`src/rtl/raster_block_sequencer.sv`:
```
// Raster-to-8x8-block reorder sequencer driving an external 2-bank line RAM.
// Writes fill 8-line strips; reads drain each full strip block by block.
module raster_block_sequencer #(
    parameter int IMG_WIDTH = 16,
    parameter int BIT_WIDTH = 8,
    localparam int AW = $clog2(16 * IMG_WIDTH)
) (
    input  logic                 clk,
    input  logic                 n_rst,
    input  logic                 i_valid,
    input  logic [BIT_WIDTH-1:0] i_data,
    output logic                 o_ready,
    output logic                 mem_we,
    output logic [AW-1:0]        mem_waddr,
    output logic [BIT_WIDTH-1:0] mem_wdata,
    output logic                 mem_re,
    output logic [AW-1:0]        mem_raddr,
    input  logic [BIT_WIDTH-1:0] mem_rdata,
    output logic                 o_valid,
    output logic [BIT_WIDTH-1:0] o_data,
    output logic                 o_first,
    output logic                 o_last,
    input  logic                 i_ready
);

    localparam int CW = $clog2(IMG_WIDTH);
    localparam int NB = IMG_WIDTH / 8;
    localparam int BW = (NB > 1) ? $clog2(NB) : 1;
    localparam logic [CW-1:0] COL_LAST = CW'(IMG_WIDTH - 1);
    localparam logic [BW-1:0] BLK_LAST = BW'(NB - 1);
    localparam logic [AW-1:0] BANK_SZ = AW'(8 * IMG_WIDTH);
    localparam logic [AW-1:0] LINE_SZ = AW'(IMG_WIDTH);

    typedef enum logic {
        IDLE,
        READ
    } state_t;

    state_t        state;
    logic [1:0]    full;
    logic          wbank;
    logic [2:0]    wrow;
    logic [CW-1:0] wcol;
    logic          rbank;
    logic [BW-1:0] blk;
    logic [2:0]    rrow;
    logic [2:0]    rcol;
    logic          wr_end;
    logic          rd_end;
    logic          go;

    assign o_ready   = !full[wbank];
    assign mem_we    = n_rst && i_valid && o_ready;
    assign mem_wdata = i_data;
    assign mem_waddr = (wbank ? BANK_SZ : '0)
                     + AW'(wrow) * LINE_SZ
                     + AW'(wcol);

    assign mem_re    = n_rst && (state == READ) && (!o_valid || i_ready);
    assign mem_raddr = (rbank ? BANK_SZ : '0)
                     + AW'(rrow) * LINE_SZ
                     + (AW'(blk) << 3)
                     + AW'(rcol);
    assign o_data    = mem_rdata;

    assign wr_end = mem_we && (wrow == 3'd7) && (wcol == COL_LAST);
    assign rd_end = mem_re && (blk == BLK_LAST)
                 && (rrow == 3'd7) && (rcol == 3'd7);
    // Start reading on the same edge the bank fills, saving a cycle.
    assign go = full[rbank] || (wr_end && (wbank == rbank));

    always_ff @(posedge clk) begin
        if (!n_rst) begin
            full <= 2'b00;
        end else begin
            full[0] <= (full[0] && !(rd_end && !rbank)) || (wr_end && !wbank);
            full[1] <= (full[1] && !(rd_end && rbank)) || (wr_end && wbank);
        end
    end

    always_ff @(posedge clk) begin
        if (!n_rst) begin
            wbank <= 1'b0;
            wrow  <= '0;
            wcol  <= '0;
        end else if (mem_we) begin
            if (wcol == COL_LAST) begin
                wcol <= '0;
                wrow <= wrow + 3'd1;
                if (wrow == 3'd7)
                    wbank <= !wbank;
            end else begin
                wcol <= wcol + CW'(1);
            end
        end
    end

    always_ff @(posedge clk) begin
        if (!n_rst) begin
            state   <= IDLE;
            rbank   <= 1'b0;
            blk     <= '0;
            rrow    <= '0;
            rcol    <= '0;
            o_valid <= 1'b0;
            o_first <= 1'b0;
            o_last  <= 1'b0;
        end else begin
            if (mem_re) begin
                o_valid <= 1'b1;
                o_first <= (rrow == 3'd0) && (rcol == 3'd0);
                o_last  <= (rrow == 3'd7) && (rcol == 3'd7);
            end else if (i_ready) begin
                o_valid <= 1'b0;
            end
            unique case (state)
                IDLE: begin
                    if (go)
                        state <= READ;
                end
                READ: begin
                    if (mem_re) begin
                        rcol <= rcol + 3'd1;
                        if (rcol == 3'd7) begin
                            rrow <= rrow + 3'd1;
                            if (rrow == 3'd7) begin
                                if (blk == BLK_LAST) begin
                                    blk   <= '0;
                                    rbank <= !rbank;
                                    state <= IDLE;
                                end else begin
                                    blk <= blk + BW'(1);
                                end
                            end
                        end
                    end
                end
                default: state <= IDLE;
            endcase
        end
    end

endmodule

```
`config.mk`:
```
export PLATFORM = sky130hd
export DESIGN_NAME = raster_block_sequencer
export DESIGN_NICKNAME = d
export VERILOG_FILES = /design/src/rtl/raster_block_sequencer.sv
export SDC_FILE = /design/constraint.sdc
export NUM_CORES = 1
export LEC_CHECK = 0
export ABC_AREA = 1
export CAP_MARGIN = 30
export CORE_MARGIN = 4
export CORE_UTILIZATION = 42
export CTS_BUF_LIST = sky130_fd_sc_hd__clkbuf_8
export DETAILED_ROUTE_END_ITERATION = 16
export PLACE_DENSITY = 0.83
export SYNTH_ARGS = -nofsm -noshare
export SYNTH_HDL_FRONTEND = slang
export SYNTH_SLANG_ARGS = --single-unit
```
`constraint.sdc`:
```
create_clock -name clk -period 1.41 [get_ports clk]
set_input_delay 0.141 -clock clk [delete_from_list [all_inputs] [get_ports clk]]
set_output_delay 0.141 -clock clk [all_outputs]
set_load 0.01 [all_outputs]
```
Word-level counts from Yosys, hierarchy flattened:

Cells that the tools add are included.

* multiplexer cells: 16
* multiply operators: 0
* bitwise gates (word level): 1
* eq/ne operators: 5
* order comparisons: 2
* div/mod/pow operators: 0
* shift operators: 0
* reductions and logical operators: 37
* add/sub/neg operators: 10

Operator list (count)
* $logic_and 1x1->1: 18
* $add 8x4->8: 2
* $add 8x7->8: 2
* $mux 8: 2
* $mux 1: 12
* $add 3x1->3 const B: 3
* $eq 3x3->1 const B: 3
* $add 8x3->8: 1
* $logic_not 1->1: 6
* $logic_not 3->1: 2
* $reduce_and 3->1: 2
* $reduce_and 5->1: 1
* $add 4x1->4 const B: 1
* $eq 4x4->1 const B: 1
* $logic_or 1x1->1: 4
* $lt 1x2->1 const B: 2
* $mux 4: 1
* $reduce_and 2->1: 2
* $reduce_and 4->1: 1
* $pmux 1 s2: 1
* $reduce_bool 2->1: 1
* $add 1x1->1 const B: 1
* $eq 1x1->1: 1
* $not 1->1: 1

* latch bits: 0
* memories kept: 0
* flip-flop bits (word level): 22
* memory bits (writable): 0
* ROM bits: 0
* output and inout port bits: 38

Depth between registers and ports, before layout:

Gate-level depths: netlist of run 1.

* depth in word-level cells: 10
* gate-level depth with buffers: 8

Least setup slack after synthesis of run 1:

Ideal clock, no wire load.

* kind: register to register
* start: reg wcol[1]
* end: reg wcol[0]
* data arrival time: 1198 ps
* setup time: 114 ps
* buffers on the path: 0
* cell stages (with the launch flop): 7
* period minus slack after synthesis: 1312 ps
* slack: 98 ps
* path through: dfxtp_1 -> ha_1 -> nand2_1 -> nor2_1 -> nand2_1 -> nand2_1 -> nor2_1

* longest elaborated chain between the ends: 2

Ends and longest elaborated chain
* start, declared: RTL line 43 `logic [CW-1:0] wcol;`
* start signal, assigned: RTL line 93 `wcol <= wcol + CW'(1);`
* $eq 4x4->1: RTL line 87 `if (wcol == COL_LAST) begin`
* $mux 4: RTL line 87

Every way passes these cells.
A chain may end at the register's enable or synchronous reset.

Worst setup path in the final report of run 1:

* start: reg rcol[2]
* end: out mem_raddr[2]

* longest elaborated chain between the ends: 1

Ends and longest elaborated chain
* start, declared: RTL line 47 `logic [2:0] rcol;`
* start signal, assigned: RTL line 123 `rcol <= rcol + 3'd1;`
* $add 8x3->8: RTL line 63 `+ AW'(rcol);`
* end, declared: RTL line 17 `output logic [AW-1:0] mem_raddr,`

Every way passes these cells.

==> summary.md, run 1 <==
| Metric | Value |
|---|---|
| Global-route wire length before repair | `3870 microns` |
| Floorplan die area | `3760 sq um` |
| Internal Power | `1.04 mW` |
| Final hold violation count | `0` |
| Placer Congestion | `0.753` |
| Final net count | `199` |
| Die span in x | `61.3 microns` |
| Wire length after detailed routing | `2290 microns` |
| Insertion delay of the later-clocked pin in the worst-skew pair | `0.27 ns` |
| CTS clk-pin slew, worst paths | `0.09 ns` |
| Combined area of all synthesized cells | `1190 sq um` |
| Ratio of final minimum period to clock period | `97.3%` |
| Power after layout | `1.29 mW` |
| Flop pwr share | `48.8%` |
| Commonest non-fill, non-tap cell in the layout | `nand2_1` |
| Proportion of synthesized chip area in sequential cells | `36.9%` |
| Post-synthesis share of cell area spent on full adders, half adders and majority gates | `9.42%` |
| Highest-count cells in the layout ignoring fill and taps | `36 x nand2_1, 22 x clkdlybuf4s50_1, 19 x dfxtp_1` |
| Fill cells | `263` |
| Power per Cell Area | `900 nW/um^2` |
| Portion of netlist area occupied by mux cells | `0%` |
| Area share of and/or/nand/nor cells after synthesis | `23.1%` |
| Drt initial violations | `8` |
| Area inside the core boundary | `2730 sq um` |
| Synth Area per Inst | `7.66 sq um` |
| TritonCTS clock tree | `done` |
| Initial standard-cell utilization of the core | `43.7%` |
| Final-layout worst hold slack | `0.282 ns` |
| Switching fraction of total power | `19.9%` |
| Pre-CTS setup slack | `-0.218 ns` |
| XOR/XNOR Fraction of Synth Area | `1.47%` |
| Share of the synthesized area in compound gates (AO/OA/AOI/OAI) | `10.3%` |
| Peak per-stage delay on the critical path | `0.56 ns` |
| Number of antenna violations at the first check in global routing | `0` |
| Worst endpoint data arrival time | `1.23 ns` |
| Critical path's top delay family | `buffers and inverters` |
| Number of antenna diodes | `0` |
| Slew at the pin with the worst max-slew slack | `0.252 ns` |
| Largest family of logic cells by synthesized area | `simple AND/OR/NAND/NOR gates` |
| Reported max-cap violation count | `0` |
| Critical path class | `flip-flop to output pin` |
| Relative contribution of combinational cells to total power | `5.2%` |
| Setup repair after global routing missed its margin | `false` |
| Area growth from synthesis to final layout | `20.3%` |
| Share of total power in the clock network | `46.1%` |
| Synthesized Nets | `185` |
| Layout cells sized above 1 | `12.4%` |
| Number of instances in the synthesized netlist | `156` |
| Setup WS post-layout | `0.0385 ns` |
| Leakage power | `0.592 nW` |
| Rows | `19` |
| Hold crit path type | `primary input to output pin` |
| Number of detailed-route iterations in the first pass | `4` |
| Port Buffer Count | `25` |
| Worst voltage drop across the vdd grid | `524 uV` |
| Critical path endpoint category | `output pin` |
| Total setup buffers inserted after CTS | `0` |
| Pin count of the biggest net entering global routing | `15` |
| Status | `finished clean` |
| Number of register bits inferred by synthesis | `22` |
| Clock tree root buffer cell | `clkbuf_8` |
| Wire length per cell | `11.5 microns` |
| Count of unresolved DRC violations after routing | `0` |
| TritonCTS Buffers | `3` |
| CTS hold repair buffers | `0` |
| Vias in the first global route | `915` |
| Maximum clock rate | `729 MHz` |
| Antenna violation net count after detailed routing | `0` |
| List of cells traversed by the critical path | `clkdlybuf4s50_1` |
| HPWL after DPL | `1700 microns` |
| Switching power | `0.258 mW` |
| Final critical path time including I/O delays and setup | `1.37 ns` |
| Die Span Y | `61.3 microns` |
| Via count | `985` |
| Standard cell area after detailed placement | `1360 sq um` |
| Avg Vias per Cell | `4.93` |
| WP buf/inv | `1` |
| Total non-filler cell area in the finished layout | `1440 sq um` |
| Final max-slew violation count | `0` |
| Post-CTS resize count | `5` |
| Number of placed I/O pins | `58` |
| Cell variety after synth | `22` |
| Critical path required time | `1.27 ns` |
| GRT Resource Usage Total | `13.5%` |
| Cell with the biggest individual delay on the critical path | `clkdlybuf4s50_1` |
| Total grt overflow | `0` |
| Number of buffers between clock root and the deepest sink | `2` |
| Sinks on the clock net | `22` |
| Layout Skew | `0.00621 ns` |
| Slew headroom | `83.2%` |
| Yosys warns | `0` |
| Worst setup SP type | `flip-flop` |
| Critical path peak fanout | `4` |
| H-tree Lvls | `1` |
| Count of final setup violators | `0` |
| Setup total negative slack | `0 ns` |
-- synth_stat cells --
| cell | count | area share, % |
|---|---|---|
| buf_4 | 19 | 12 |
| a21oi_4 | 1 | 1.4 |
| nand3_1 | 11 | 4.6 |
| ha_1 | 9 | 9.4 |
| dfxtp_1 | 22 | 37 |
| a211oi_1 | 1 | 0.63 |
| xor2_1 | 1 | 0.73 |
| clkbuf_1 | 1 | 0.31 |
| a21oi_1 | 11 | 4.6 |
| o21ai_0 | 5 | 2.1 |
| xnor2_1 | 1 | 0.73 |
| nor2_1 | 8 | 2.5 |
| nand4_1 | 3 | 1.6 |
| nand2_1 | 36 | 11 |
| inv_2 | 2 | 0.63 |
| a21oi_2 | 1 | 0.73 |
| o21ai_1 | 2 | 0.84 |
| buf_6 | 1 | 0.94 |
| nand2_2 | 3 | 1.6 |
| nor2_4 | 1 | 0.94 |
| nand3b_1 | 1 | 0.63 |
| inv_1 | 16 | 5.0 |
-- final timing paths --
| kind | start | endpoint | slack (ns) | cells after the start |
|---|---|---|---|---|
| worst max-delay path | rcol[2] | mem_raddr[2] | 0.04 | 1 |
| worst min-delay path | mem_rdata[1] | o_data[1] | 0.28 | 0 |
| worst max register to register | rcol[1] | full[0] | 0.14 | 7 |
| worst min register to register | o_last | o_last | 0.48 | 2 |
-- metrics by stage --
stage,util (%),instances
after global routing,52.6,200
after floorplan,-,156
after global placement,49.9,196
final,52.6,200
after CTS,52.4,200
after detailed placement,49.9,196
-- cell type report --
class                           instances  area (sq um)  share of cell area, %
Inverter                               18          67.6                   4.70
Clock inverter                          1          30.0                   2.09
Timing Repair Buffer                   30           284                   19.8
Sequential cell                        22           444                   30.9
Clock buffer                            3          41.3                   2.87
Tap cell                               31          38.8                   2.70
Multi-Input combinational cell         95           532                   37.0
-- metal layers --
layer  vias to the layer above  part of all wire (%)  routed length (microns)  track usage (%)
li1                        504                     -                        -                -
met1                       452                    47                     1080             17.2
met2                        25                    46                     1050             21.3
met3                         4                   5.0                      115             3.14
met4                         0                   1.8                       41             6.67
met5                         -                     0                        0                0
-- power by group through the flow --
stage	registers (mW)	clock network [mW]	logic, mW
final	0.631	0.597	0.0667
after detailed placement	0.646	0	0.0681
after global routing	0.632	0.625	0.0751
after CTS	0.631	0.602	0.0675
after floorplan	0.648	0	0.0809
after global placement	0.646	0	0.0673
-- sequential cells by signal, indices dropped and copies added, names as in the netlist --
| register | cells |
|---|---|
| state | 1 |
| blk | 1 |
| rbank | 1 |
| wbank | 1 |
| o_valid | 1 |
| rcol | 3 |
| o_first | 1 |
| wrow | 3 |
| full | 2 |
| o_last | 1 |
| rrow | 3 |
| wcol | 4 |
-- logic make-up after synthesis --
| group | after synthesis |
|---|---|
| and+or+nand+nor | 63 |
| buffers and inverters | 39 |
| DFF | 22 |
| AOI/OAI and AO/OA | 21 |
| adders and majority gates | 9 |
| xor gates and xnor gates | 2 |
Note: power is estimated with default switching activity, not from simulation.
==> inputs of run 2 (changes only) <==
Settings changed: CORE_UTILIZATION 42 to 30, PLACE_DENSITY 0.83 to not set.
==> run 2 against run 1 <==
Power decreased by 11%. Critical path depth unchanged. Wire length decreased by 1.3%. Core utilization decreased by 14 points. Clock-buffer cell count increased by 1. Global-route usage decreased by 4.1 points. Hold slack unchanged. Worst setup slack improved by 0.0095 ns. First-iteration DRC count increased to 4.5 times the previous value. Highest routed layer unchanged.
==> summary.md, run 2 (synthesis results as in run 1) <==
| Metric | Value |
|---|---|
| Status | `finished clean` |
| Setup WS post-layout | `0.0480 ns (+0.00951 ns)` |
| Hold crit path type | `primary input to output pin` |
| H-tree Lvls | `1 (unchanged)` |
| Global-route wire length before repair | `3880 microns (+0.36%)` |
| Die Span Y | `71.1 microns (+16%)` |
| Power per Cell Area | `795 nW/um^2 (-12%)` |
| Relative contribution of combinational cells to total power | `5.8% (+0.6 points)` |
| Highest-count cells in the layout ignoring fill and taps | `36 x nand2_1, 21 x clkdlybuf4s50_1, 20 x dfxtp_1` |
| Count of unresolved DRC violations after routing | `0 (unchanged)` |
| Sinks on the clock net | `22 (unchanged)` |
| Number of antenna violations at the first check in global routing | `0 (unchanged)` |
| Pre-CTS setup slack | `-0.201 ns (+0.0165 ns)` |
| Switching power | `0.247 mW (-4.2%)` |
| Critical path required time | `1.27 ns (about the same)` |
| Most flops, register | `wcol` |
| Layout cells sized above 1 | `11.8% (-0.59 points)` |
| Number of flip-flops in the largest register | `4 (unchanged)` |
| Critical path endpoint category | `output pin` |
| Reported max-cap violation count | `0 (unchanged)` |
| Die span in x | `71.1 microns (+16%)` |
| Vias in the first global route | `874 (-4.5%)` |
| Rows | `22 (+3)` |
| Slew at the pin with the worst max-slew slack | `0.258 ns (+0.00594 ns)` |
| Insertion delay of the later-clocked pin in the worst-skew pair | `0.26 ns (about the same)` |
| Setup total negative slack | `0 ns (unchanged)` |
| Worst voltage drop across the vdd grid | `362 uV (-31%)` |
| Number of buffers between clock root and the deepest sink | `2 (unchanged)` |
| Final critical path time including I/O delays and setup | `1.36 ns (-0.00951 ns)` |
| Area growth from synthesis to final layout | `21.3%` |
| Leakage power | `0.604 nW (+1.9%)` |
| Power after layout | `1.15 mW (-11%)` |
| Floorplan die area | `5060 sq um (+34%)` |
| Share of total power in the clock network | `39.5% (-6.6 points)` |
| Number of antenna diodes | `0 (unchanged)` |
| Placer Congestion | `0.724 (-3.8%)` |
| Final net count | `199 (unchanged)` |
| Antenna violation net count after detailed routing | `0 (unchanged)` |
| Wire length per cell | `10.4 microns (-9.0%)` |
| Count of final setup violators | `0 (unchanged)` |
| Total setup buffers inserted after CTS | `0 (unchanged)` |
| Pin count of the biggest net entering global routing | `15 (unchanged)` |
| Ratio of final minimum period to clock period | `96.6% (-0.67 points)` |
| Area inside the core boundary | `3740 sq um (+37%)` |
| Wire length after detailed routing | `2260 microns (-1.3%)` |
| CTS clk-pin slew, worst paths | `0.08 ns (about the same)` |
| Final max-slew violation count | `0 (unchanged)` |
| Clock tree root buffer cell | `clkbuf_8` |
| Critical path class | `flip-flop to output pin` |
| WP buf/inv | `1 (unchanged)` |
| Total grt overflow | `0 (unchanged)` |
| Maximum clock rate | `734 MHz (+0.70%)` |
| Setup repair after global routing missed its margin | `false` |
| Avg Vias per Cell | `4.29 (-13%)` |
| Layout Skew | `0.00396 ns (-0.00226 ns)` |
| GRT Resource Usage Total | `9.41% (-4.1 points)` |
| Critical path's top delay family | `buffers and inverters` |
| HPWL after DPL | `1680 microns (-0.85%)` |
| Peak per-stage delay on the critical path | `0.56 ns (about the same)` |
| Via count | `931 (-5.5%)` |
| TritonCTS clock tree | `done` |
| Initial standard-cell utilization of the core | `31.9% (-12 points)` |
| Flop pwr share | `54.7% (+5.9 points)` |
| Number of detailed-route iterations in the first pass | `4 (unchanged)` |
| Commonest non-fill, non-tap cell in the layout | `nand2_1` |
| TritonCTS Buffers | `3 (unchanged)` |
| Final hold violation count | `0 (unchanged)` |
| List of cells traversed by the critical path | `clkdlybuf4s50_1` |
| Worst setup SP type | `flip-flop` |
| Slew headroom | `82.8% (-0.40 points)` |
| Switching fraction of total power | `21.4% (+1.5 points)` |
| Number of placed I/O pins | `58 (unchanged)` |
| Internal Power | `0.906 mW (-13%)` |
| Drt initial violations | `36 (+28)` |
| Critical path peak fanout | `3 (-1)` |
| CTS hold repair buffers | `0 (unchanged)` |
| Cell with the biggest individual delay on the critical path | `clkdlybuf4s50_1` |
| Fill cells | `409 (+56%)` |
| Worst endpoint data arrival time | `1.22 ns (about the same)` |
| Port Buffer Count | `25 (unchanged)` |
## run 2: path summary, 6_finish.rpt
| kind | slack, ns | depth (start not counted) | endpoint | start |
|---|---|---|---|---|
| worst max-delay path | 0.05 | 1 | o_valid | o_valid |
| worst min-delay path | 0.28 | 0 | o_data[1] | mem_rdata[1] |
| worst max register to register | 0.15 | 7 | full[0] | rcol[0] |
| worst min register to register | 0.48 | 2 | o_last | o_last |
## run 2: timing repair
| action | in CTS | in global routing |
|---|---|---|
| endpoints found under the setup margin | 4 | 3 |
| resized for setup | 5 | 3 |
| endpoints found under the hold margin | 0 | 0 |
## run 2: cell type report
cell class	count	area (sq um)	area share, %
Sequential cell	22	443	30.6
Multi-Input combinational cell	95	537	37.0
Inverter	18	67.6	4.66
Clock buffer	4	55.1	3.80
Tap cell	48	60.1	4.15
Timing Repair Buffer	30	287	19.8
## run 2: metal layers
| layer | global-route usage, % | routed length (microns) | vias up |
|---|---|---|---|
| li1 | - | - | 507 |
| met5 | 0 | 0 | - |
| met2 | 14.2 | 951 | 20 |
| met1 | 12.4 | 1140 | 398 |
| met3 | 1.85 | 95 | 6 |
| met4 | 5.43 | 72 | 0 |
## run 2: power groups by stage
stage	registers, mW	clock network, mW	logic, mW
floorplan	0.648	0	0.0809
global placement	0.646	0	0.0691
detailed placement	0.646	0	0.0691
CTS	0.631	0.464	0.0683
global route	0.632	0.494	0.0757
finish	0.631	0.455	0.0670
## run 2: worst register-to-register path, cell delays in order (launching register included)
cell and delay, ns:
dfxtp_1 0.37, ha_1 0.17, ha_1 0.18, inv_1 0.08, nor2_4 0.12, nand3_1 0.10, nand2_1 0.07, a21oi_1 0.06
## run 2: metrics by stage
step | util (%) | instances | hold slack [ns] | area (sq um)
final | 38.7 | 217 | 0.282 | 1450
after global routing | 38.7 | 217 | 0.282 | 1450
after CTS | 38.4 | 217 | 0.282 | 1440
after detailed placement | 37.0 | 213 | 0.282 | 1390
after global placement | 37.0 | 213 | 0.282 | 1390
after floorplan | - | 156 | 0.301 | 1190
